`src/rtl/vga_sync_ctrl.sv`:
```
// VGA scan sequencer: steps pixel/line counters on each PixelTick and drives
// registered HSync/VSync/VideoOn plus line and frame start markers.
module vga_sync_ctrl #(
  parameter int H_ACTIVE = 640,
  parameter int H_FP     = 16,
  parameter int H_SYNC   = 96,
  parameter int H_BP     = 48,
  parameter int V_ACTIVE = 480,
  parameter int V_FP     = 10,
  parameter int V_SYNC   = 2,
  parameter int V_BP     = 33,
  parameter bit SYNC_POL = 1'b0
) (
  input  logic       CLK,
  input  logic       RST,
  input  logic       PixelTick,
  output logic       HSync,
  output logic       VSync,
  output logic       VideoOn,
  output logic [9:0] PixelX,
  output logic [9:0] PixelY,
  output logic       LineStart,
  output logic       FrameStart
);

  localparam int H_TOTAL = H_ACTIVE + H_FP + H_SYNC + H_BP;
  localparam int V_TOTAL = V_ACTIVE + V_FP + V_SYNC + V_BP;

  localparam logic [9:0] H_FRONT_AT = 10'(H_ACTIVE);
  localparam logic [9:0] H_SYNC_AT  = 10'(H_ACTIVE + H_FP);
  localparam logic [9:0] H_BACK_AT  = 10'(H_ACTIVE + H_FP + H_SYNC);
  localparam logic [9:0] H_LAST     = 10'(H_TOTAL - 1);
  localparam logic [9:0] V_FRONT_AT = 10'(V_ACTIVE);
  localparam logic [9:0] V_SYNC_AT  = 10'(V_ACTIVE + V_FP);
  localparam logic [9:0] V_BACK_AT  = 10'(V_ACTIVE + V_FP + V_SYNC);
  localparam logic [9:0] V_LAST     = 10'(V_TOTAL - 1);

  typedef enum logic [1:0] {H_ACT, H_FRONT, H_SYNCS, H_BACK} hstate_t;
  typedef enum logic [1:0] {V_ACT, V_FRONT, V_SYNCS, V_BACK} vstate_t;

  hstate_t    hState, hNext;
  vstate_t    vState, vNext;
  logic [9:0] xNext, yNext;
  logic       lineWrap, frameWrap;
  logic       hSyncNext, vSyncNext, videoNext;

  // Next counter values; the FSMs and registered outputs all key off these
  always_comb begin
    lineWrap  = PixelTick && (PixelX == H_LAST);
    frameWrap = lineWrap && (PixelY == V_LAST);
    xNext     = PixelX;
    yNext     = PixelY;
    if (PixelTick) begin
      xNext = lineWrap ? 10'd0 : PixelX + 10'd1;
    end
    if (lineWrap) begin
      yNext = frameWrap ? 10'd0 : PixelY + 10'd1;
    end
  end

  always_comb begin
    hNext = hState;
    unique case (hState)
      H_ACT:   if (xNext == H_FRONT_AT) hNext = H_FRONT;
      H_FRONT: if (xNext == H_SYNC_AT)  hNext = H_SYNCS;
      H_SYNCS: if (xNext == H_BACK_AT)  hNext = H_BACK;
      H_BACK:  if (xNext == 10'd0)      hNext = H_ACT;
    endcase
  end

  // yNext only moves on a line wrap, so the vertical FSM steps once per line
  always_comb begin
    vNext = vState;
    unique case (vState)
      V_ACT:   if (yNext == V_FRONT_AT) vNext = V_FRONT;
      V_FRONT: if (yNext == V_SYNC_AT)  vNext = V_SYNCS;
      V_SYNCS: if (yNext == V_BACK_AT)  vNext = V_BACK;
      V_BACK:  if (yNext == 10'd0)      vNext = V_ACT;
    endcase
  end

  always_comb begin
    hSyncNext = (hNext == H_SYNCS) ? SYNC_POL : ~SYNC_POL;
    vSyncNext = (vNext == V_SYNCS) ? SYNC_POL : ~SYNC_POL;
    videoNext = (hNext == H_ACT) && (vNext == V_ACT);
  end

  always_ff @(posedge CLK or posedge RST) begin
    if (RST) begin
      hState     <= H_ACT;
      vState     <= V_ACT;
      PixelX     <= 10'd0;
      PixelY     <= 10'd0;
      HSync      <= ~SYNC_POL;
      VSync      <= ~SYNC_POL;
      VideoOn    <= 1'b1;
      LineStart  <= 1'b0;
      FrameStart <= 1'b0;
    end else begin
      hState     <= hNext;
      vState     <= vNext;
      PixelX     <= xNext;
      PixelY     <= yNext;
      HSync      <= hSyncNext;
      VSync      <= vSyncNext;
      VideoOn    <= videoNext;
      LineStart  <= lineWrap;
      FrameStart <= frameWrap;
    end
  end

endmodule

```
`config.mk`:
```
export PLATFORM = sky130hd
export DESIGN_NAME = vga_sync_ctrl
export DESIGN_NICKNAME = d
export VERILOG_FILES = /design/src/rtl/vga_sync_ctrl.sv
export SDC_FILE = /design/constraint.sdc
export NUM_CORES = 1
export LEC_CHECK = 0
export ABC_AREA = 1
export BUFFER_PORTS_ARGS = -buffer_cell sky130_fd_sc_hd__buf_2
export CELL_PAD_IN_SITES_DETAIL_PLACEMENT = 0
export CELL_PAD_IN_SITES_GLOBAL_PLACEMENT = 1
export CORE_ASPECT_RATIO = 0.7
export CORE_UTILIZATION = 41
export CTS_CLUSTER_SIZE = 16
export DETAILED_ROUTE_END_ITERATION = 12
export PLACE_DENSITY_LB_ADDON = 0.1
export SYNTH_ARGS = -nofsm -noshare
export SYNTH_HDL_FRONTEND = slang
export SYNTH_SLANG_ARGS = --single-unit
```
`constraint.sdc`:
```
create_clock -name CLK -period 3.07 [get_ports CLK]
set_clock_uncertainty 0.15 [all_clocks]
set_input_delay 0.7675 -clock CLK [delete_from_list [all_inputs] [get_ports CLK]]
set_output_delay 0.7675 -clock CLK [all_outputs]
set_load 0.1 [all_outputs]
```
==> flow_summary_export.csv, run 1 <==
group,metric,value,unit
run,max-cap-violations,0,
yosys,count_of_warnings_emitted_by_yosys,0,
timing,unrepaired_setup_endpoints_after_global_routing,"false",
clock_network,postCtsSetupRepairBufs,0,
place,hpwlAfterDp,3.86,mm
final_layout,final_layout_size_suffix_gt1_share,19.9,%
power_and_ir_drop,p_switching,1020,µW
setup_path,critPathArrivalTime,2730,ps
yosys,number_of_flops_mapped_to_enable_cells_by_yosys,0,
power_and_ir_drop,p_clk_share,25.3,%
yosys,post_synth_design_cell_area,2020,µm²
routing,drc,0,
clock_network,cts_root_buffer,"clkbuf_8",
global_routing,grt_max_degree,30,
place,gp_routability_congestion,0.897,
setup_path,worst_setup_path_end_kind,"register",
global_routing,grtUsageTotal,22.5,%
timing,timing.final.crit_share,86.4,%
power_and_ir_drop,p_int,918,µW
final_layout,filler_cell_count,458,
power_and_ir_drop,combinationalPowerShare,46.1,%
yosys,synth_top_area_share,32.2,%
routing,dr_wl_cell,12.8,µm
clock_network,post_cts_hold_buffer_count,0,
setup_path,rrSetupSlack,420,ps
yosys,synthArstFlopShare,100,%
floorplanning,die_height,60.7,µm
setup_path,worst_setup_sp_type,"register",
final_layout,diodes,0,
timing,setup-violations-final,0,
power_and_ir_drop,static-leakage-power,0.00131,µW
clock_network,cts_max_path_buffers,2,
floorplanning,die_width,85.9,µm
timing,post-route-min-period,2650,ps
floorplanning,floorplan.core_area,4530,µm²
timing,timing_max_transition_violations_final,0,
yosys,syn-mean-instance-area,6.71,µm²
yosys,ys_ff_latch,29,
clock_network,clkTransAtPathRegs,70,ps
clock_network,cts-buffers-inserted,5,
yosys,synth_ff_type,"dfrtp_1",
yosys,yosys.cell_types.count,28,
final_layout,area_added_between_synthesis_and_finish,17.0,%
yosys,synth-seq-area-share,36.1,%
final_layout,seqCellArea,729,µm²
timing,final_hold_viol_count,0,
yosys,cells_taking_the_most_area_after_synthesis,"dfrtp_1 32%, nand2_1 17%, inv_1 11%",
routing,wirelength,5.13,mm
clock_network,tritoncts_clock_tree,"built",
status,outcome,"finished clean",
timing,maxClockFrequency,377,MHz
routing,vias_per_cell,4.75,
global_routing,grt_remaining_overflow,0,
clock_network,cts-resized-gates,0,
clock_network,worstSkewPairLatency,290,ps
place,port_buffers,27,
routing,ant_nets,0,
global_routing,grt_pass1_wl,8.58,mm
routing,route.vias.total,1909,
power_and_ir_drop,pwr-share-seq,28.6,%
power_and_ir_drop,total_power_density_per_cell_area,819,nW/µm²
routing,detailedRoute.firstPassIterationCount,5,
global_routing,antenna_found_initial,0,
floorplanning,initial_utilization,44.6,%
yosys,synth.top_cells.by_count,"89 x nand2_1, 60 x inv_1, 38 x nand3_1, 35 x nor2_1, 26 x dfrtp_1",
final_layout,finish.instance_area,2360,µm²
place,placed_cell_area,2230,µm²
clock_network,clock-sinks,29,
final_layout,area_used_by_multi_input_combinational_logic,1030,µm²
timing,max_slew.worst_pin.slew,491,ps
power_and_ir_drop,swShare,52.6,%
final_layout,num-nets-final,341,
yosys,yosys.area.top_type,"dfrtp_1",
floorplanning,io-pin-count,28,
timing,timing.max_slew.rel_slack,67.5,%
timing,setup_tns,0,ps
global_routing,first_global_vias,1708,
place,placed_instances,394,
yosys,yosysMostFrequentCell,"nand2_1",
yosys,mappedNetlistNets,307,
setup_path,criticalPathCategory,"register to register",
power_and_ir_drop,irDropWorstVdd,386,µV
hold_path,hold_path_class,"primary input to asynchronous set/reset pin",
floorplanning,placement_rows,20,
setup_path,worstPathMaxFanout,15,
routing,first_iter_violations,160,
setup_path,cp_data_required_time,3150,ps
final_layout,final-instance-count-excl-fill,402,
yosys,postSynthCellCount,301,
floorplanning,die_area,5220,µm²
clock_network,cts-htree-levels,2,
-- sequential cells by signal, summed over array words and instances (netlist names) --
name	count
FrameStart	1
HSync	1
LineStart	1
PixelX	10
PixelY	10
VSync	1
VideoOn	1
hState	2
vState	2
-- final timing paths --
path                            startpoint   endpoint  cells past startpoint
worst max-delay path             PixelX[1]    VideoOn                     15
worst min-delay path                   RST  hState[1]                      3
worst max register to register   PixelX[1]    VideoOn                     15
worst min register to register   PixelY[1]  PixelY[1]                      2
max in group asynchronous              RST    VideoOn                      3
min in group CLK                 PixelY[1]  PixelY[1]                      2
-- power groups by stage --
stage	combinational [µW]	sequential, µW	clock (µW)
finish	893	554	489
global route	957	567	518
CTS	893	553	500
detailed placement	887	558	0
global placement	891	560	0
floorplan	320	960	0
-- layout make-up --
class,count,area share [%]
clock buffer,5,2.91
clock inverter,3,2.75
inverter,63,10.0
multi-input combinational,207,43.7
sequential,29,30.8
tap,66,3.49
timing repair buffer,29,6.35
-- logic make-up after synthesis --
| logic type | after synthesis | synth area share [%] |
|---|---|---|
| simple gates | 197 | 46.9 |
| buf+inv | 65 | 12.8 |
| flops | 29 | 36.1 |
| fa+ha+maj | 3 | 1.86 |
| compound gates | 6 | 1.80 |
| mux | 1 | 0.495 |
-- critical path: stages, from the launching register on --
cell     delay (ps)
dfrtp_1         430
ha_1            320
nand2_1         130
nor2_4          180
nand2_4          90
nor2_8          220
nor2_1           90
nor2_1          110
nand2_1          90
nor2_4          140
nand3_1         110
nand2_1          80
nor2_1           40
nor2_1          160
nand3_1         120
nor2_1          120
-- layout by cell type (no fill, tap or decap), types with 3 or more instances in the layout --
cell type   n
nor2_2      5
nand2_1    89
o21ai_0     3
nor2_1     35
dfrtp_1    26
nand4_1     8
ha_1        3
inv_2       3
nand3_1    38
dfstp_2     3
inv_1      60
clkbuf_8    5
nand3_2     8
buf_2      27
nor2_4      3
-- metrics by stage --
stage / setup WS [ps] / hold WS [ps] / util, % / power [µW]
after global placement: 260 / 468 / 49.3 / 1450
after detailed placement: 235 / 470 / 49.3 / 1440
after CTS: 408 / 404 / 52.2 / 1950
after global routing: 172 / 419 / 52.2 / 2040
after floorplan: 112 / 467 / - / 1280
final: 419 / 390 / 52.2 / 1940
-- per-layer routing --
layer	track usage, %	share of wire, %	vias up
li1	-	-	1002
met1	35.5	55	830
met2	29.4	38	68
met3	6.53	6.2	9
met4	5.00	1.0	0
met5	0	0	-
No activity file was read; power rests on OpenSTA's default activity.
==> run 2, diff against run 1 <==
==> config.mk (replaced) <==
export PLATFORM = sky130hd
export DESIGN_NAME = vga_sync_ctrl
export DESIGN_NICKNAME = d
export VERILOG_FILES = /design/src/rtl/vga_sync_ctrl.sv
export SDC_FILE = /design/constraint.sdc
export NUM_CORES = 1
export LEC_CHECK = 0
export ABC_AREA = 0
export BUFFER_PORTS_ARGS = -buffer_cell sky130_fd_sc_hd__buf_2
export CELL_PAD_IN_SITES_DETAIL_PLACEMENT = 0
export CELL_PAD_IN_SITES_GLOBAL_PLACEMENT = 1
export CORE_ASPECT_RATIO = 0.7
export CORE_UTILIZATION = 39
export CTS_CLUSTER_SIZE = 16
export DETAILED_ROUTE_END_ITERATION = 12
export PLACE_DENSITY = 0.84
export SYNTH_ARGS = -nofsm -noshare
export SYNTH_HDL_FRONTEND = slang
export SYNTH_SLANG_ARGS = --single-unit
==> constraint.sdc (replaced) <==
create_clock -name CLK -period 2.3 [get_ports CLK]
set_clock_uncertainty 0.15 [all_clocks]
set_input_delay 0.575 -clock CLK [delete_from_list [all_inputs] [get_ports CLK]]
set_output_delay 0.575 -clock CLK [all_outputs]
set_load 0.1 [all_outputs]
==> run 2 against run 1 <==
  * The flow now finishes with violations (DRC, setup timing)
  * Worst setup slack worse by 970 ps
  * Global-route usage rose by 4.9 points
  * Sequential power rose by 17%
  * Core utilization is 18 points higher
  * Count of clock-buffer cells in the layout increased by 3
  * Die area down 4.5%
  * Clock power decreased by 10%
  * Sequential share of layout area is 5.4 points lower
  * First-iteration DRC count grew 15%
  * Non-clock buffer count rose by 90
  * Design area is 31% higher
  * Hold slack worse by 170 ps
  * Critical path type unchanged
  * Largest cell class unchanged
==> flow_summary_export.csv, run 2 <==
group,metric,value,unit
final_layout,finish.instance_area,3110,µm²
yosys,number_of_flops_mapped_to_enable_cells_by_yosys,0,
final_layout,num-nets-final,328,
power_and_ir_drop,swShare,45.2,%
clock_network,clkTransAtPathRegs,70,ps
power_and_ir_drop,p_clk_share,20.7,%
setup_path,criticalPathCategory,"register to register",
floorplanning,die_width,83.9,µm
routing,vias_per_cell,5.79,
place,placed_cell_area,2710,µm²
yosys,synth-seq-area-share,39.8,%
final_layout,most_common_library_cell_in_the_layout_ignoring_fill_and_taps,"buf_4",
final_layout,most-common-layout-cells,"88 x buf_4, 27 x buf_2, 15 x nand2_1",
setup_path,worstPathMaxFanout,3,
power_and_ir_drop,static-leakage-power,0.00136,µW
floorplanning,placement_rows,20,
timing,final_hold_viol_count,0,
power_and_ir_drop,pwr-share-seq,30.4,%
place,gp_routability_congestion,0.912,
global_routing,grt_remaining_overflow,0,
global_routing,first_global_vias,2126,
place,hpwlAfterDp,4.45,mm
clock_network,worstSkewPairLatency,280,ps
routing,route.vias.total,2188,
routing,first_iter_violations,184,
status,outcome,"finished, violations left",
timing,maxClockFrequency,350,MHz
setup_path,critical-path-top-delay-family,"simple AND/OR/NAND/NOR gates",
setup_path,critPathArrivalTime,2880,ps
power_and_ir_drop,irDropWorstVdd,315,µV
global_routing,grtUsageTotal,27.3,%
timing,timing.final.ws_setup,-555,ps
final_layout,area_added_between_synthesis_and_finish,69.4,%
yosys,count_of_warnings_emitted_by_yosys,0,
setup_path,cp_data_required_time,2330,ps
timing,timing_max_transition_violations_final,0,
setup_path,worst_setup_path_end_kind,"register",
yosys,yosysMostFrequentCell,"dfrtp_1",
clock_network,cts-buffers-inserted,5,
clock_network,tritoncts_clock_tree,"built",
setup_path,cp_num_buf_inv,3,
yosys,cells_taking_the_most_area_after_synthesis,"dfrtp_1 35%, dfstp_2 4.3%, nand2_1 3.3%",
routing,drc,2,
floorplanning,die_area,4980,µm²
final_layout,diodes,0,
routing,ant_nets,0,
setup_path,cp_common_cell,"buf_6",
yosys,post_synth_design_cell_area,1830,µm²
timing,timing.final.crit_share,124,%
floorplanning,floorplan.core_area,4430,µm²
global_routing,grt_max_degree,30,
timing,setup-violations-final,6,
clock_network,cts_max_path_buffers,2,
yosys,synth_ff_type,"dfrtp_1",
yosys,yosys.area.top_type,"dfrtp_1",
timing,post-route-min-period,2860,ps
yosys,synthArstFlopShare,100,%
run,max-cap-violations,0,
yosys,mappedNetlistNets,207,
clock_network,cts_root_buffer,"clkbuf_8",
power_and_ir_drop,p_switching,960,µW
yosys,postSynthCellCount,201,
power_and_ir_drop,total_power_density_per_cell_area,684,nW/µm²
final_layout,final_layout_size_suffix_gt1_share,60.1,%
routing,dr_wl_cell,17.3,µm
floorplanning,initial_utilization,41.4,%
timing,unrepaired_setup_endpoints_after_global_routing,"true",
place,port_buffers,27,
yosys,yosys.cell_types.count,59,
yosys,syn-mean-instance-area,9.12,µm²
place,post-place-ws,-591,ps
setup_path,cp_slowest_cell,"dfrtp_4",
final_layout,top_regs,"PixelX (10), PixelY (10)",
clock_network,clock-sinks,29,
timing,max_slew.worst_pin.slew,493,ps
clock_network,cts-htree-levels,2,
yosys,synth_top_area_share,35.5,%
setup_path,cp_slowest_stage_delay,510,ps
global_routing,antenna_found_initial,0,
floorplanning,die_height,59.4,µm
routing,detailedRoute.firstPassIterationCount,9,
hold_path,hold_path_class,"primary input to asynchronous set/reset pin",
floorplanning,io-pin-count,28,
yosys,synth.top_cells.by_count,"26 x dfrtp_1, 16 x nand2_1, 13 x inv_1, 12 x nor2_1, 11 x nand3_1",
status,violations,"DRC, setup timing",
routing,wirelength,6.52,mm
power_and_ir_drop,combinationalPowerShare,48.9,%
timing,timing.max_slew.rel_slack,67.4,%
setup_path,worstPathCellList,"inv_4 > ha_4 > and4bb_2 > buf_6 > and3_4 > o21ai_2 > a211o_1 > buf_6 > nand4b_1 > o211ai_1 > nor4bb_2",
power_and_ir_drop,p_int,1160,µW
setup_path,worst_setup_sp_type,"register",
global_routing,grt_pass1_wl,10.3,mm
yosys,ys_ff_latch,29,
-- run 2: per-layer routing --
layer | GRT usage (%) | routed length (µm) | vias up
met5 | 0 | 0 | -
met4 | 8.37 | 77 | 0
met3 | 5.57 | 377 | 15
met2 | 43.7 | 2970 | 81
met1 | 37.9 | 3090 | 1082
li1 | - | - | 1010
-- run 2: cells by family after synthesis --
kind of cell | share of synthesized area, %
compound gates | 19.2
xor+xnor | 3.82
fa+ha+maj | 2.05
buf+inv | 4.30
flops | 39.8
mux | 1.16
simple gates | 29.6
-- run 2: worst min-delay path, delay by kind of cell --
family   cells  cell delay, ps
buf+inv      3             500
-- run 2: area by class of cell --
type	count	area [µm²]
Sequential cell	29	790
Fill cell	336	1320
Clock buffer	8	90.1
Tap cell	55	68.8
Inverter	13	53.8
Timing Repair Buffer	119	841
Multi-Input combinational cell	154	1260
-- run 2: final timing paths --
path / slack, ps / start / end / cells after the start
worst max register to register: -560 / PixelY[0] / VideoOn / 11
min in group CLK: 410 / vState[0] / VSync / 1
worst min-delay path: 220 / RST / LineStart / 3
worst max-delay path: -560 / PixelY[0] / VideoOn / 11
max in group asynchronous: 1460 / RST / VSync / 3
worst min register to register: 410 / vState[0] / VSync / 1
-- run 2: repair_timing --
item	in CTS	in global routing
resized for setup	23	17
setup buffers	11	7
gates cloned	1	0
endpoints found under the setup margin	7	7
pin swaps	17	17
hold buffers	0	0
-- run 2: metrics by stage --
| step | setup TNS (ps) | util [%] | hold WS [ps] | instances | total power (µW) |
|---|---|---|---|---|---|
| finish | -2440 | 70.1 | 219 | 378 | 2120 |
| global route | -3180 | 70.1 | 249 | 378 | 2200 |
| CTS | -2050 | 67.5 | 228 | 372 | 2080 |
| detailed placement | -2980 | 61.1 | 384 | 352 | 1620 |
| global placement | -2910 | 61.1 | 393 | 352 | 1600 |
| floorplan | -2210 | - | 342 | 201 | 1350 |
-- run 2: power groups by stage --
stage / clock network, µW / logic [µW] / registers (µW)
after floorplan: 0 / 255 / 1090
after global placement: 0 / 954 / 650
after detailed placement: 0 / 967 / 654
after CTS: 439 / 997 / 646
after global routing: 461 / 1090 / 654
final: 440 / 1040 / 647
==> run 3, diff against run 2 <==
--- a/config.mk
+++ b/config.mk
@@ -13,6 +13,7 @@
 export CORE_UTILIZATION = 39
 export CTS_CLUSTER_SIZE = 16
 export DETAILED_ROUTE_END_ITERATION = 12
+export HOLD_SLACK_MARGIN = 0.06
 export PLACE_DENSITY = 0.84
 export SYNTH_ARGS = -nofsm -noshare
 export SYNTH_HDL_FRONTEND = slang
==> constraint.sdc (replaced) <==
create_clock -name CLK -period 2.3 [get_ports CLK]
set_clock_uncertainty 0.15 [all_clocks]
set_input_delay 0.575 -clock CLK [delete_from_list [all_inputs] [get_ports CLK]]
set_output_delay 0.575 -clock CLK [all_outputs]
set_load 0.05 [all_outputs]
==> run 3 against run 2 <==
  * The run still ends with DRC, setup timing left
  * Routed wire length down 9.2%
  * Sequential cell count unchanged
  * Hold slack worse by 21 ps
  * Power down 11%
  * Design area down 5.7%
  * Highest routed layer unchanged
==> flow_summary_export.csv, run 3 (synthesized netlist as in run 2, its figures left out) <==
group,metric,value,unit
floorplanning,io-pin-count,28,
final_layout,area_added_between_synthesis_and_finish,59.7,%
floorplanning,die_area,4980,µm²
floorplanning,floorplan.core_area,4430,µm²
routing,ant_nets,0,
timing,timing.max_slew.rel_slack,70.8,%
routing,route.vias.total,2044,
hold_path,hold_path_class,"primary input to asynchronous set/reset pin",
place,hpwlAfterDp,4.23,mm
setup_path,cp_data_required_time,2320,ps
final_layout,final-instance-count-excl-fill,367,
place,placed_cell_area,2630,µm²
final_layout,final_layout_size_suffix_gt1_share,55.1,%
place,port_buffers,27,
setup_path,reg2reg_to,"vState[1]",
power_and_ir_drop,static-leakage-power,0.00132,µW
timing,worst_hold_slack,198,ps
global_routing,grt_max_degree,30,
clock_network,cts_root_buffer,"clkbuf_8",
status,outcome,"finished, violations left",
final_layout,most_common_library_cell_in_the_layout_ignoring_fill_and_taps,"buf_4",
timing,timing_max_transition_violations_final,0,
timing,maxClockFrequency,364,MHz
timing,timing.final.ws_setup,-448,ps
timing,final_hold_viol_count,0,
status,violations,"DRC, setup timing",
clock_network,cts-htree-levels,2,
global_routing,grt_pass1_wl,9.43,mm
timing,post-route-min-period,2750,ps
place,gp_routability_congestion,0.915,
global_routing,grt_remaining_overflow,0,
routing,wirelength,5.92,mm
floorplanning,placement_rows,20,
global_routing,antenna_found_initial,0,
final_layout,most-common-layout-cells,"79 x buf_4, 27 x buf_2, 16 x dfrtp_2, 16 x nand2_1, 12 x nor2_1",
floorplanning,initial_utilization,41.4,%
setup_path,critPathArrivalTime,2770,ps
timing,timing.final.crit_share,119,%
routing,first_iter_violations,161,
floorplanning,die_width,83.9,µm
timing,max_slew.worst_pin.slew,435,ps
final_layout,top_regs,"PixelX (10), PixelY (10)",
power_and_ir_drop,irDropWorstVdd,326,µV
clock_network,cts_max_path_buffers,2,
clock_network,worstSkewPairLatency,280,ps
routing,vias_per_cell,5.57,
timing,unrepaired_setup_endpoints_after_global_routing,"true",
routing,dr_wl_cell,16.1,µm
final_layout,num-nets-final,317,
clock_network,cts-buffers-inserted,5,
setup_path,worst_setup_path_end_kind,"register",
final_layout,diodes,0,
setup_path,worst_r2r_path_depth,11,
routing,detailedRoute.firstPassIterationCount,8,
setup_path,worst_setup_sp_type,"register",
timing,setup-violations-final,7,
final_layout,finish.instance_area,2930,µm²
place,placed_instances,345,
floorplanning,die_height,59.4,µm
global_routing,first_global_vias,1902,
setup_path,rrSetupSlack,-450,ps
routing,drc,4,
global_routing,grtUsageTotal,25.1,%
setup_path,reg2reg_from,"PixelY[0]",
power_and_ir_drop,totalPowerFinal,1890,µW
run,max-cap-violations,0,
clock_network,clock-sinks,29,
power_and_ir_drop,total_power_density_per_cell_area,646,nW/µm²
clock_network,tritoncts_clock_tree,"built",
setup_path,worstPathMaxFanout,3,
clock_network,clkTransAtPathRegs,70,ps
timing,setup_tns,-2040,ps
setup_path,criticalPathCategory,"register to register",
## run 3: area by class of cell
class	count	area, µm²
clock buffers	7	96.3
clock inverters	1	5.00
fillers	362	1500
inverters	13	51.3
multi-input cells	153	1190
flip-flops and latches	29	753
well taps	55	68.8
repair buffers	109	762
## run 3: worst max-delay path by stage
| stage | end | startpoint |
|---|---|---|
| 4_1_cts | VideoOn | PixelY[0] |
| 2_1_floorplan | VideoOn | PixelY[1] |
| 3_5_place_dp | vState[1] | PixelTick |
| 3_3_place_gp | vState[1] | PixelTick |
| 6_report | vState[1] | PixelY[0] |
| 5_1_grt | VSync | PixelY[0] |
## run 3: critical path, stage by stage (launching register included)
cell	delay, ps
dfrtp_4	510
inv_4	80
ha_4	130
and4bb_2	250
buf_6	100
buf_4	100
nand3_2	110
a21oi_1	160
o211ai_1	140
or4_4	550
or2_4	250
o21a_1	110
## run 3: report_power, final
group | switching (µW) | internal, µW | leakage, µW
Sequential | 43.0 | 575 | 0.000341
Clock | 205 | 270 | 0.0000542
Combinational | 490 | 308 | 0.000926
## run 3: per-stage QoR
step | setup slack, ps | utilization, %
floorplan | -489 | -
global placement | -497 | 59.4
detailed placement | -545 | 59.4
CTS | -443 | 64.2
global route | -556 | 66.1
finish | -448 | 66.1
## run 3: metal layers
layer | global-route usage, % | up-vias | share of wire [%]
li1 | - | 984 | -
met1 | 34.2 | 972 | 48
met2 | 40.4 | 76 | 44
met3 | 6.27 | 12 | 5.9
met4 | 6.90 | 0 | 1.2
met5 | 0 | - | 0
## run 3: timing repair
item / in CTS / in global routing
setup endpoints to repair: 7 / 8
pin swaps: 16 / 12
resized for setup: 15 / 8
hold buffers: 0 / 0
setup buffers: 6 / 9
